==> src/rtl/fb_arb_pkg.sv <==
// Shared types and constants for the FlexBus register-port arbiter and the
// register-file block it fronts.
package fb_arb_pkg;

    typedef enum logic [1:0] {
        IDLE  = 2'd0,
        ISSUE = 2'd1,
        RWAIT = 2'd2,
        DONE  = 2'd3
    } arb_state_e;

    localparam logic PORT_A = 1'b0;
    localparam logic PORT_B = 1'b1;

    localparam int FB_AW   = 8;
    localparam int FB_DW   = 32;
    localparam int FB_NREG = 5;

endpackage

==> src/rtl/fb_rr_pick.sv <==
// Combinational 2-way round-robin select: on a tie the port not recorded in
// last wins, otherwise the single requester is granted.
module fb_rr_pick
    import fb_arb_pkg::*;
(
    input  logic [1:0] req,
    input  logic       last,
    output logic       gnt_valid,
    output logic       gnt_id
);

    always_comb begin
        gnt_valid = |req;
        gnt_id    = PORT_A;
        if (req == 2'b11) begin
            gnt_id = ~last;
        end else if (req[PORT_B]) begin
            gnt_id = PORT_B;
        end
    end

endmodule

==> src/rtl/fb_reg_arbiter.sv <==
// Two-port round-robin arbiter sharing one single-cycle-latency register-file
// port between the FlexBus front end (A) and a PL-side local master (B).
module fb_reg_arbiter
    import fb_arb_pkg::*;
#(
    parameter int AW   = FB_AW,
    parameter int DW   = FB_DW,
    parameter int NREG = FB_NREG
)
(
    input  logic          FB_CLK,
    input  logic          RST_n,
    input  logic          A_REQ,
    input  logic          A_WE,
    input  logic [AW-1:0] A_ADDR,
    input  logic [DW-1:0] A_WDATA,
    output logic          A_ACK,
    output logic          A_ERR,
    output logic [DW-1:0] A_RDATA,
    input  logic          B_REQ,
    input  logic          B_WE,
    input  logic [AW-1:0] B_ADDR,
    input  logic [DW-1:0] B_WDATA,
    output logic          B_ACK,
    output logic          B_ERR,
    output logic [DW-1:0] B_RDATA,
    output logic          REG_EN,
    output logic          REG_WE,
    output logic [AW-1:0] REG_ADDR,
    output logic [DW-1:0] REG_WDATA,
    input  logic [DW-1:0] REG_RDATA,
    output logic          BUSY,
    output arb_state_e    DBG_STATE
);

    // One extra bit so NREG up to 2**AW compares correctly as unsigned.
    localparam logic [AW:0] NREG_W = (AW+1)'(NREG);

    arb_state_e    state, state_n;
    logic          load;
    logic          gnt_valid, gnt_id;
    logic          last_q, cur_q, we_q, err_q;
    logic          sel_we, sel_err;
    logic [AW-1:0] sel_addr;
    logic [DW-1:0] sel_wdata;

    fb_rr_pick u_pick (
        .req       ({B_REQ, A_REQ}),
        .last      (last_q),
        .gnt_valid (gnt_valid),
        .gnt_id    (gnt_id)
    );

    always_comb begin
        sel_we    = (gnt_id == PORT_B) ? B_WE    : A_WE;
        sel_addr  = (gnt_id == PORT_B) ? B_ADDR  : A_ADDR;
        sel_wdata = (gnt_id == PORT_B) ? B_WDATA : A_WDATA;
        sel_err   = ({1'b0, sel_addr} >= NREG_W);
    end

    always_comb begin
        state_n = state;
        load    = 1'b0;
        case (state)
            IDLE: begin
                if (gnt_valid) begin
                    state_n = ISSUE;
                    load    = 1'b1;
                end
            end
            ISSUE:   state_n = (err_q || we_q) ? DONE : RWAIT;
            RWAIT:   state_n = DONE;
            DONE:    state_n = IDLE;
            default: state_n = IDLE;
        endcase
    end

    always_ff @(negedge FB_CLK or negedge RST_n) begin
        if (!RST_n) begin
            state <= IDLE;
        end else begin
            state <= state_n;
        end
    end

    // REG_* are launched on the grant edge so the strobe lines up with ISSUE.
    always_ff @(negedge FB_CLK or negedge RST_n) begin
        if (!RST_n) begin
            last_q    <= PORT_B;
            cur_q     <= PORT_A;
            we_q      <= 1'b0;
            err_q     <= 1'b0;
            REG_EN    <= 1'b0;
            REG_WE    <= 1'b0;
            REG_ADDR  <= '0;
            REG_WDATA <= '0;
            A_ACK     <= 1'b0;
            A_ERR     <= 1'b0;
            A_RDATA   <= '0;
            B_ACK     <= 1'b0;
            B_ERR     <= 1'b0;
            B_RDATA   <= '0;
        end else begin
            REG_EN <= 1'b0;
            REG_WE <= 1'b0;
            if (load) begin
                cur_q  <= gnt_id;
                last_q <= gnt_id;
                we_q   <= sel_we;
                err_q  <= sel_err;
                if (!sel_err) begin
                    REG_EN    <= 1'b1;
                    REG_WE    <= sel_we;
                    REG_ADDR  <= sel_addr;
                    REG_WDATA <= sel_wdata;
                end
            end

            if (state == RWAIT) begin
                if (cur_q == PORT_B) B_RDATA <= REG_RDATA;
                else                 A_RDATA <= REG_RDATA;
            end else if (state == ISSUE && err_q && !we_q) begin
                if (cur_q == PORT_B) B_RDATA <= '0;
                else                 A_RDATA <= '0;
            end

            A_ACK <= (state_n == DONE) && (cur_q == PORT_A);
            A_ERR <= (state_n == DONE) && (cur_q == PORT_A) && err_q;
            B_ACK <= (state_n == DONE) && (cur_q == PORT_B);
            B_ERR <= (state_n == DONE) && (cur_q == PORT_B) && err_q;
        end
    end

    assign BUSY      = (state != IDLE);
    assign DBG_STATE = state;

endmodule
==> config.mk <==
export PLATFORM = sky130hd
export DESIGN_NAME = fb_reg_arbiter
export DESIGN_NICKNAME = d
export VERILOG_FILES = /design/src/rtl/fb_arb_pkg.sv /design/src/rtl/fb_rr_pick.sv /design/src/rtl/fb_reg_arbiter.sv
export SDC_FILE = /design/constraint.sdc
export NUM_CORES = 1
export LEC_CHECK = 0
export ABC_AREA = 0
export BUFFER_PORTS_ARGS = -buffer_cell sky130_fd_sc_hd__clkbuf_2
export CORE_ASPECT_RATIO = 1.1
export CORE_UTILIZATION = 28
export CTS_CLUSTER_DIAMETER = 80
export DETAILED_ROUTE_END_ITERATION = 10
export SLEW_MARGIN = 20
export SYNTH_ARGS = -nofsm -noshare
export SYNTH_HDL_FRONTEND = slang
export SYNTH_SLANG_ARGS = --single-unit
export TNS_END_PERCENT = 100
==> constraint.sdc <==
create_clock -name FB_CLK -period 3.1 [get_ports FB_CLK]
set_clock_uncertainty 0.1 [all_clocks]
set_input_delay 0.31 -clock FB_CLK [delete_from_list [all_inputs] [get_ports FB_CLK]]
set_output_delay 0.31 -clock FB_CLK [all_outputs]
set_load 0.005 [all_outputs]
==> impl_results.md, run 1 <==
- Synth Net Count: 502
- Grt met2 use: 0.243
- Area of the die: 18300 um^2
- Top Ports: 231
- Yosys cell types: 33
- Critical path data arrival time: approximately 1.7 ns
- Crit Path Category: in2reg
- Cell accounting for the most synthesized area: dfrtn_1
- Clock sinks: around 120
- Relative slew slack: 0.595
- DRC: 0
- Clock-pin transition on the worst setup and hold timing paths: 0.04 ns
- Die height: 142 um
- Top Usage Layer GRT: met2
- Synth Area in Simple Gates: 0.0698
- ANT cells: 0
- Crit-path max cell delay: 0.30 ns
- Post-DP Area: 6530 um^2
- Syn Std Cell Area: approximately 5000 um^2
- Nets: 754
- Antenna-violating nets left: 0
- Finished Cell Area: approximately 7300 um^2
- Setup ws final: -0.0490 ns
- Grt total ovfl: 0
- Post-synthesis sequential area ratio: 0.583
- Clock Tree Buf Depth: 2
- Largest family of logic cells by synthesized area: multiplexers
- Most frequent cells in the layout: clkbuf_2, dfrtn_1, nand2_1
- Vias in the first global route: roughly 4100
- CTS buffer count: 17
- PortBufs: 230
- Pin count of the biggest net entering global routing: 63
- Layout area overhead: 46.5%
- Critical-path cell list: buf_8 > nor4_4 > nand4b_1 > a21oi_4 > buf_4 > clkbuf_16 > mux2_4
- H-tree levels: 4
- Clk root buf: clkbuf_16
- Routed vias: 4008
- CTS tree: yes
- Clk Latency, worst-skew pair: 0.44 ns
- Seq cells post-synth: 116
- Synth async-reset ratio: 1.00
- Crit. End Element: flop
- Static leakage: 3.74 nW
- PD cells: 902 nW/um^2
- Worst-margin pin slew: 0.608 ns
- Post-Synth Adder-Cell Area: 0.0100
- Max cap viols: 0
- Post-synth EDFFs: 0
- Global-route wire length before repair: 21100 um
- Initial DRC Count: 123
- Sum Neg Setup Slack: -0.549 ns
- Detailed placement HPWL: 9540 um
- Wirelength per Cell: 15.4 um
- Xor and xnor area share after synthesis: 0
- CP Max Fanout: 7
- Die X: 129 um
- Yosys warns: 0
- Final setup viols: 22
- VDD IR max: 0.000341 V
- CTS Hold Bufs: 0
- Fillers: roughly 1600
- Initial Util: 0.290
- Pins Over Slew Limit: 0
- Commonest non-fill, non-tap cell in the layout: clkbuf_2
- Post-synthesis compound-gate area fraction: 0.121
- Area contributors post-synth: dfrtn_1, mux2_4, mux2_2, a32o_1, nand2_1
- Synth Area per Inst: 13.1 um^2
- Overall Global Routing Usage: 0.151
- Synth top area share: 0.578
- Row count: 50
- Multiplexer area fraction after synthesis: 0.184
- Worst Path Required: 1.68 ns
- First-pass DRT Iterations: 5
- Status: finished with violations
- Vias per cell: between 4 and 5
- GR Util met1: 0.182
- Number of antenna violations at the first check in global routing: 0
- Final GP Congestion: 0.819
- Core area: 17200 um^2
- Total chip power: approximately 0.0066 W
- Violated checks: negative setup slack
- Cell count after synthesis: 380
- Final wirelength: around 13000 um
- Layout cell share with drive strength beyond 1: 0.580
- RSZ-0062 raised after global routing: true
- Met3 Resource Use GR: 0.0471
- Ys flop type: dfrtn_1
- Min-Delay Path Class: reg2reg
- Startpoint Class: input port
- Crit-path slowest cell: mux2_4
- Fin. Hold Viols: 0
[power by group]
part           internal, W  switching, W
logic              0.00109       0.00110
registers          0.00207      0.000298
clock network      0.00127      0.000741
total              0.00444       0.00214
[metrics by stage]
| stage | hold slack [ns] | cells | setup WS [ns] | util |
|---|---|---|---|---|
| finish | 0.327 | 879 | -0.0490 | 0.424 |
| global route | 0.352 | 879 | -0.0866 | 0.424 |
| CTS | 0.332 | 874 | -0.0628 | 0.418 |
| detailed placement | 0.332 | 838 | -0.380 | 0.380 |
| global placement | 0.322 | 838 | -0.375 | 0.380 |
| floorplan | 0.325 | 380 | -0.189 | - |
[state kept, by name, indices dropped and copies added, names as in the netlist]
signal and count:
A_RDATA 32, B_RDATA 32, REG_WDATA 32, REG_ADDR 8
DBG_STATE 2, A_ACK 1, A_ERR 1, B_ACK 1
B_ERR 1, REG_EN 1, REG_WE 1, cur_q 1
err_q 1, last_q 1, we_q 1
[cells by family (layout without fill, tap and decap cells)]
| logic type | count (synthesis) | in the layout |
|---|---|---|
| mux | 71 | 71 |
| flops | 116 | 116 |
| compound gates | 79 | 79 |
| fa+ha+maj | 4 | 4 |
| buf+inv | 33 | 298 |
| simple gates | 77 | 77 |
[final timing paths]
kind / startpoint / to / slack, ns / cells past startpoint
worst max register to register: DBG_STATE[1] / A_ERR / 1.02 / 8
worst min register to register: A_RDATA[23] / A_RDATA[23] / 0.33 / 2
worst min-delay path: A_RDATA[23] / A_RDATA[23] / 0.33 / 2
min in group asynchronous: RST_n / B_RDATA[21] / 1.15 / 1
max in group asynchronous: RST_n / REG_WDATA[14] / 1.11 / 2
worst max-delay path: B_ADDR[4] / REG_WDATA[18] / -0.05 / 7
[critical path: cells and delay by family]
| kind | cells | cell delay (ns) |
|---|---|---|
| buffers and inverters | 3 | 0.41 |
| muxes | 1 | 0.30 |
| and+or+nand+nor | 2 | 0.44 |
| AOI/OAI and AO/OA | 1 | 0.27 |
[final cells by class]
cell class / count / area [um^2] / area share
multi-input combinational: 231 / 1970 / 0.270
inverter: 4 / 15.0 / 0.00206
clock buffer: 22 / 551 / 0.0754
clock inverter: 11 / 77.6 / 0.0106
sequential: 116 / 2900 / 0.398
tap: 234 / 293 / 0.0401
timing repair buffer: 261 / 1490 / 0.204
[metal layers]
| layer | share of wire | vias to the layer above |
|---|---|---|
| met5 | 0 | - |
| met4 | 0.018 | 0 |
| met3 | 0.081 | 17 |
| met2 | 0.48 | 208 |
| met1 | 0.43 | 1914 |
| li1 | - | 1869 |
[Yosys cell counts, drive strengths merged (3+ instances only)]
cell    count
dfrtn     115
nor2b       8
a22o        4
a21oi       3
clkbuf     19
o21ai      34
ha          4
buf         9
nand2      59
a32o       32
inv         5
mux2       70
[repair_timing]
item,in CTS,in global routing
pin swaps,1,3
setup endpoints to repair,1,4
cloned,0,2
resized for setup,5,10
buffers inserted,4,3
No activity file was read; power rests on OpenSTA's default activity.
==> inputs of run 2 (changes only) <==
--- a/config.mk
+++ b/config.mk
@@ -11,6 +11,7 @@
 export CORE_UTILIZATION = 28
 export CTS_CLUSTER_DIAMETER = 80
 export DETAILED_ROUTE_END_ITERATION = 10
+export SETUP_SLACK_MARGIN = 0.05
 export SLEW_MARGIN = 20
 export SYNTH_ARGS = -nofsm -noshare
 export SYNTH_HDL_FRONTEND = slang
==> run 2 against run 1 <==
The flow still finishes with violations (negative setup slack). Power fell by 0.58%. Critical path depth unchanged. Cell count rose by 0.34%. Register-to-register slack about the same.
==> impl_results.md, run 2 (synthesized netlist as in run 1, its figures left out) <==
- Status: finished with violations
- Violated checks: negative setup slack
- Vias per cell: roughly 4.5
- Vias in the first global route: between 4000 and 5000
- Final GP Congestion: 0.877
- ANT cells: 0
- Initial DRC Count: 139
- Wirelength per Cell: about 15 um
- Nets: 758
- PortBufs: 230
- Fin. Hold Viols: 0
- Initial Util: 0.290
- Grt total ovfl: 0
- Layout area overhead: 47.6%
- VDD IR max: between 0.0003 and 0.0004 V
- Crit Path Category: in2reg
- Utilization after layout: 0.428
- Most frequent cells in the layout: clkbuf_2, dfrtn_1, nand2_1
- Final wirelength: 13400 um
- CP Max Fanout: 6
- Routed vias: 3991
- Clk Latency, worst-skew pair: 0.43 ns
- Pins Over Slew Limit: 0
- Detailed placement HPWL: 9470 um
- Core area: between 15000 and 20000 um^2
- Commonest non-fill, non-tap cell in the layout: clkbuf_2
- Global-route wire length before repair: 21600 um
- Largest regs: A_RDATA x32, B_RDATA x32, REG_WDATA x32
- H-tree levels: 4
- Static leakage: 3.75 nW
- Worst-margin pin slew: 0.568 ns
- Setup ws final: -0.0385 ns
- Max cap viols: 0
- Critical path data arrival time: roughly 1.7 ns
- Row count: 50
- Overall Global Routing Usage: 0.153
- Top Ports: about 230
- Pin count of the biggest net entering global routing: 70
- Post-Place Worst Slack: -0.426 ns
- Cells after DPL: ~840
- Clock-pin transition on the worst setup and hold timing paths: 0.04 ns
- Min-Delay Path Class: reg2reg
- CTS tree: yes
- CTS buffer count: 17
- Relative slew slack: 0.621
- Area of the die: roughly 18000 um^2
- Number of antenna violations at the first check in global routing: 0
- Die height: 142 um
- Clock Tree Buf Depth: 2
- Fillers: between 1500 and 2000
- Startpoint Class: input port
- Crit. End Element: flop
- DRC: 0
- PD cells: 890 nW/um^2
- Die X: 129 um
- Clock sinks: 116
- Non-filler instance count after layout: 882
- Final setup viols: 26
- Clk root buf: clkbuf_16
- Antenna-violating nets left: 0
- Worst Path Required: 1.68 ns
- First-pass DRT Iterations: 4
- RSZ-0062 raised after global routing: true
- Layout cell share with drive strength beyond 1: 0.580
## run 2: cell count changes in the layout (fill, tap and decap cells not counted), sizes merged
cell,delta
inv,-7
clkinv,-1
buf,+6
clkbuf,-2
clkinvlp,+4
bufinv,+3
## run 2: worst paths after layout
check	start	endpoint	slack [ns]	depth (start not counted)
max	A_ADDR[5]	REG_WDATA[20]	-0.04	7
min	A_RDATA[20]	A_RDATA[20]	0.33	2
max reg2reg	last_q	REG_WDATA[20]	1.02	6
min reg2reg	A_RDATA[20]	A_RDATA[20]	0.33	2
max in group asynchronous	RST_n	cur_q	1.25	2
min in group asynchronous	RST_n	B_RDATA[10]	1.25	2
## run 2: metrics by stage
| step | power, W | TNS, ns | hold WS [ns] | cell area (um^2) |
|---|---|---|---|---|
| 6_report | 0.00655 | -0.560 | 0.327 | 7360 |
| 3_5_place_dp | 0.00452 | -15.48 | 0.333 | 6530 |
| 5_1_grt | 0.00700 | -2.07 | 0.344 | 7360 |
| 3_3_place_gp | 0.00444 | -13.54 | 0.323 | 6530 |
| 4_1_cts | 0.00661 | -0.286 | 0.333 | 7260 |
| 2_1_floorplan | 0.00351 | -6.08 | 0.325 | 5000 |
## run 2: cell type report
cell class / instances / area [um^2] / share of cell area
inverters: 4 / 15.0 / 0.00204
clock inverters: 10 / 131 / 0.0179
clock buffers: 22 / 474 / 0.0645
flip-flops and latches: 116 / 2900 / 0.395
repair buffers: 265 / 1570 / 0.213
multi-input cells: 231 / 1970 / 0.268
well taps: 234 / 293 / 0.0398
## run 2: worst max-delay path, stage by stage
cell and delay (ns):
clkbuf_2 0.08, nor3_1 0.22, nand4b_1 0.21, a21oi_4 0.28, buf_6 0.17, clkbuf_16 0.15
mux2_4 0.29
## run 2: layer usage
metal  routed length [um]  part of all wire  track usage  vias up
met5                    0                 0            0        -
li1                     -                 -            -     1873
met1                 5690              0.42        0.180     1936
met2                 6560              0.49        0.259      167
met3                  987             0.074       0.0524       15
met4                  160             0.012       0.0483        0
## run 2: repair_timing
action,4_1_cts,5_1_grt
pin swaps,1,1
buffers inserted,6,4
hold buffers,0,0
cloned,2,1
setup endpoints to repair,32,38
gates resized for setup,9,14
## run 2: power breakdown
part	internal [W]	total [W]	switching [W]	leakage [nW]
clock	0.00132	0.00199	0.000669	0.289
sequential	0.00207	0.00238	0.000302	1.52
combinational	0.00110	0.00218	0.00108	1.94
==> inputs of run 3 (changes only) <==
==> constraint.sdc (replaced) <==
create_clock -name FB_CLK -period 3.09 [get_ports FB_CLK]
set_clock_uncertainty 0.1 [all_clocks]
set_input_delay 0.309 -clock FB_CLK [delete_from_list [all_inputs] [get_ports FB_CLK]]
set_output_delay 0.309 -clock FB_CLK [all_outputs]
set_load 0.005 [all_outputs]
==> run 3 against run 2 <==
The run still ends with negative setup slack left. Sequential share of layout area grew 0.48 points. Final area decreased by 1.2%. Global-route usage is 0.47 points lower. Worst hold slack worse by 0.00053 ns. Critical path depth fell by 3. Sequential power hardly changed. Combinational power hardly changed. Die area unchanged. Register-to-register slack better by 0.05 ns. Non-clock buffer count fell by 7. Clock-buffer cell count is 1 higher. Critical path type is now reg2out. Largest cell class unchanged.
==> impl_results.md, run 3 (synthesized netlist as in run 1, its figures left out) <==
- Sum Neg Setup Slack: -0.752 ns
- Internal power: 0.00440 W
- Startpoint Class: flop
- Die height: 142 um
- DRC: 0
- Worst Path Required: 2.68 ns
- Layout cell share with drive strength beyond 1: 0.575
- PD cells: 888 nW/um^2
- VDD IR max: 0.000449 V
- Initial Util: 0.290
- CTS buffer count: 17
- CP Max Fanout: 2
- Setup ws final: -0.0639 ns
- Part of the power in combinational logic: 0.337
- Final wirelength: approximately 13000 um
- Final setup viols: 33
- Top Ports: 231
- Seq pwr share: 0.368
- Grt total ovfl: 0
- Relative slew slack: 0.561
- Initial DRC Count: 110
- CTS tree: yes
- First-pass DRT Iterations: 4
- Commonest non-fill, non-tap cell in the layout: clkbuf_2
- Switching Share: 0.318
- Min-Delay Path Class: reg2reg
- Nets: 751
- Critical path data arrival time: between 2 and 3 ns
- RSZ-0062 raised after global routing: true
- Crit Path Category: reg2out
- Final GP Congestion: 0.810
- Pins Over Slew Limit: 0
- Area of the die: 18300 um^2
- Static leakage: 3.70 nW
- Vias per cell: 4.56
- ANT cells: 0
- Largest regs: A_RDATA x32, B_RDATA x32, REG_WDATA x32
- Clock-pin transition on the worst setup and hold timing paths: 0.04 ns
- Die X: 129 um
- Violated checks: negative setup slack
- CTS Hold Bufs: 0
- Clk Latency, worst-skew pair: 0.43 ns
- Post-Place Worst Slack: -0.459 ns
- Routed vias: approximately 4000
- Worst-margin pin slew: ~0.66 ns
- Fillers: 1655
- Status: finished with violations
- Wirelength per Cell: 15.1 um
- Number of antenna violations at the first check in global routing: 0
- Fin. Hold Viols: 0
- Most frequent cells in the layout: clkbuf_2, dfrtn_1, nand2_1
- Crit. End Element: output pin
- Layout area overhead: 45.9%
- Row count: 50
- Clk root buf: clkbuf_16
- Clk pwr share: 0.295
- Antenna-violating nets left: 0
- Max cap viols: 0
- Global-route wire length before repair: 20900 um
- Clock Tree Buf Depth: 2
- H-tree levels: 4
- Overall Global Routing Usage: 0.148
- Detailed placement HPWL: 9310 um
- Vias in the first global route: ~4200
- PortBufs: 230
- Total net switching power: 0.00205 W
- Clock sinks: 116
- Core area: 17200 um^2
- Pin count of the biggest net entering global routing: 70
==> run 3: what timing repair did <==
item,4_1_cts,5_1_grt
buffers inserted,7,2
setup endpoints to repair,33,37
pin swaps,1,3
gates cloned,2,1
resized for setup,8,12
==> run 3: final timing paths <==
check,from,end,slack [ns],cells past startpoint
worst min-delay path,A_RDATA[28],A_RDATA[28],0.33,2
worst min register to register,A_RDATA[28],A_RDATA[28],0.33,2
min in group asynchronous,RST_n,A_RDATA[10],1.25,2
worst max-delay path,DBG_STATE[0],BUSY,-0.06,4
worst max register to register,last_q,REG_WDATA[18],1.07,6
max in group asynchronous,RST_n,we_q,1.25,2
==> run 3: worst max-delay path, stage by stage, from the launching register on <==
cell	delay, ns
dfrtn_1	0.44
inv_2	0.07
ha_4	0.17
inv_2	0.05
buf_6	0.09
==> run 3: power groups by stage <==
stage	clock network, W	logic, W	registers, W
5_1_grt	0.00202	0.00242	0.00244
2_1_floorplan	0.00000405	0.00112	0.00239
6_report	0.00191	0.00218	0.00237
4_1_cts	0.00195	0.00219	0.00238
3_3_place_gp	0.00000405	0.00206	0.00237
3_5_place_dp	0.00000405	0.00213	0.00239
==> run 3: metal layers <==
layer | track usage | vias to the layer above | part of all wire | routed length, um
met3 | 0.0430 | 18 | 0.070 | 932
met2 | 0.255 | 174 | 0.50 | 6560
li1 | - | 1861 | - | -
met1 | 0.168 | 1941 | 0.42 | 5500
met4 | 0.0669 | 0 | 0.019 | 246
met5 | 0 | - | 0 | 0
==> run 3: layout make-up <==
type                       instances  area, um^2  share of cell area
clock buffer                      23         478              0.0658
timing repair buffer             258        1500               0.206
tap                              234         293              0.0403
clock inverter                    10         106              0.0146
sequential                       116        2900               0.400
multi-input combinational        231        1970               0.272
inverter                           4        15.0             0.00207
==> run 3: stage by stage <==
stage / area, um^2 / hold WS [ns] / std cells / power [W] / utilization
2_1_floorplan: 5000 / 0.325 / 380 / 0.00352 / -
4_1_cts: 7220 / 0.330 / 875 / 0.00652 / 0.420
5_1_grt: 7270 / 0.343 / 876 / 0.00688 / 0.422
6_report: 7270 / 0.326 / 876 / 0.00645 / 0.422
3_5_place_dp: 6500 / 0.330 / 834 / 0.00453 / 0.378
3_3_place_gp: 6500 / 0.324 / 834 / 0.00444 / 0.378
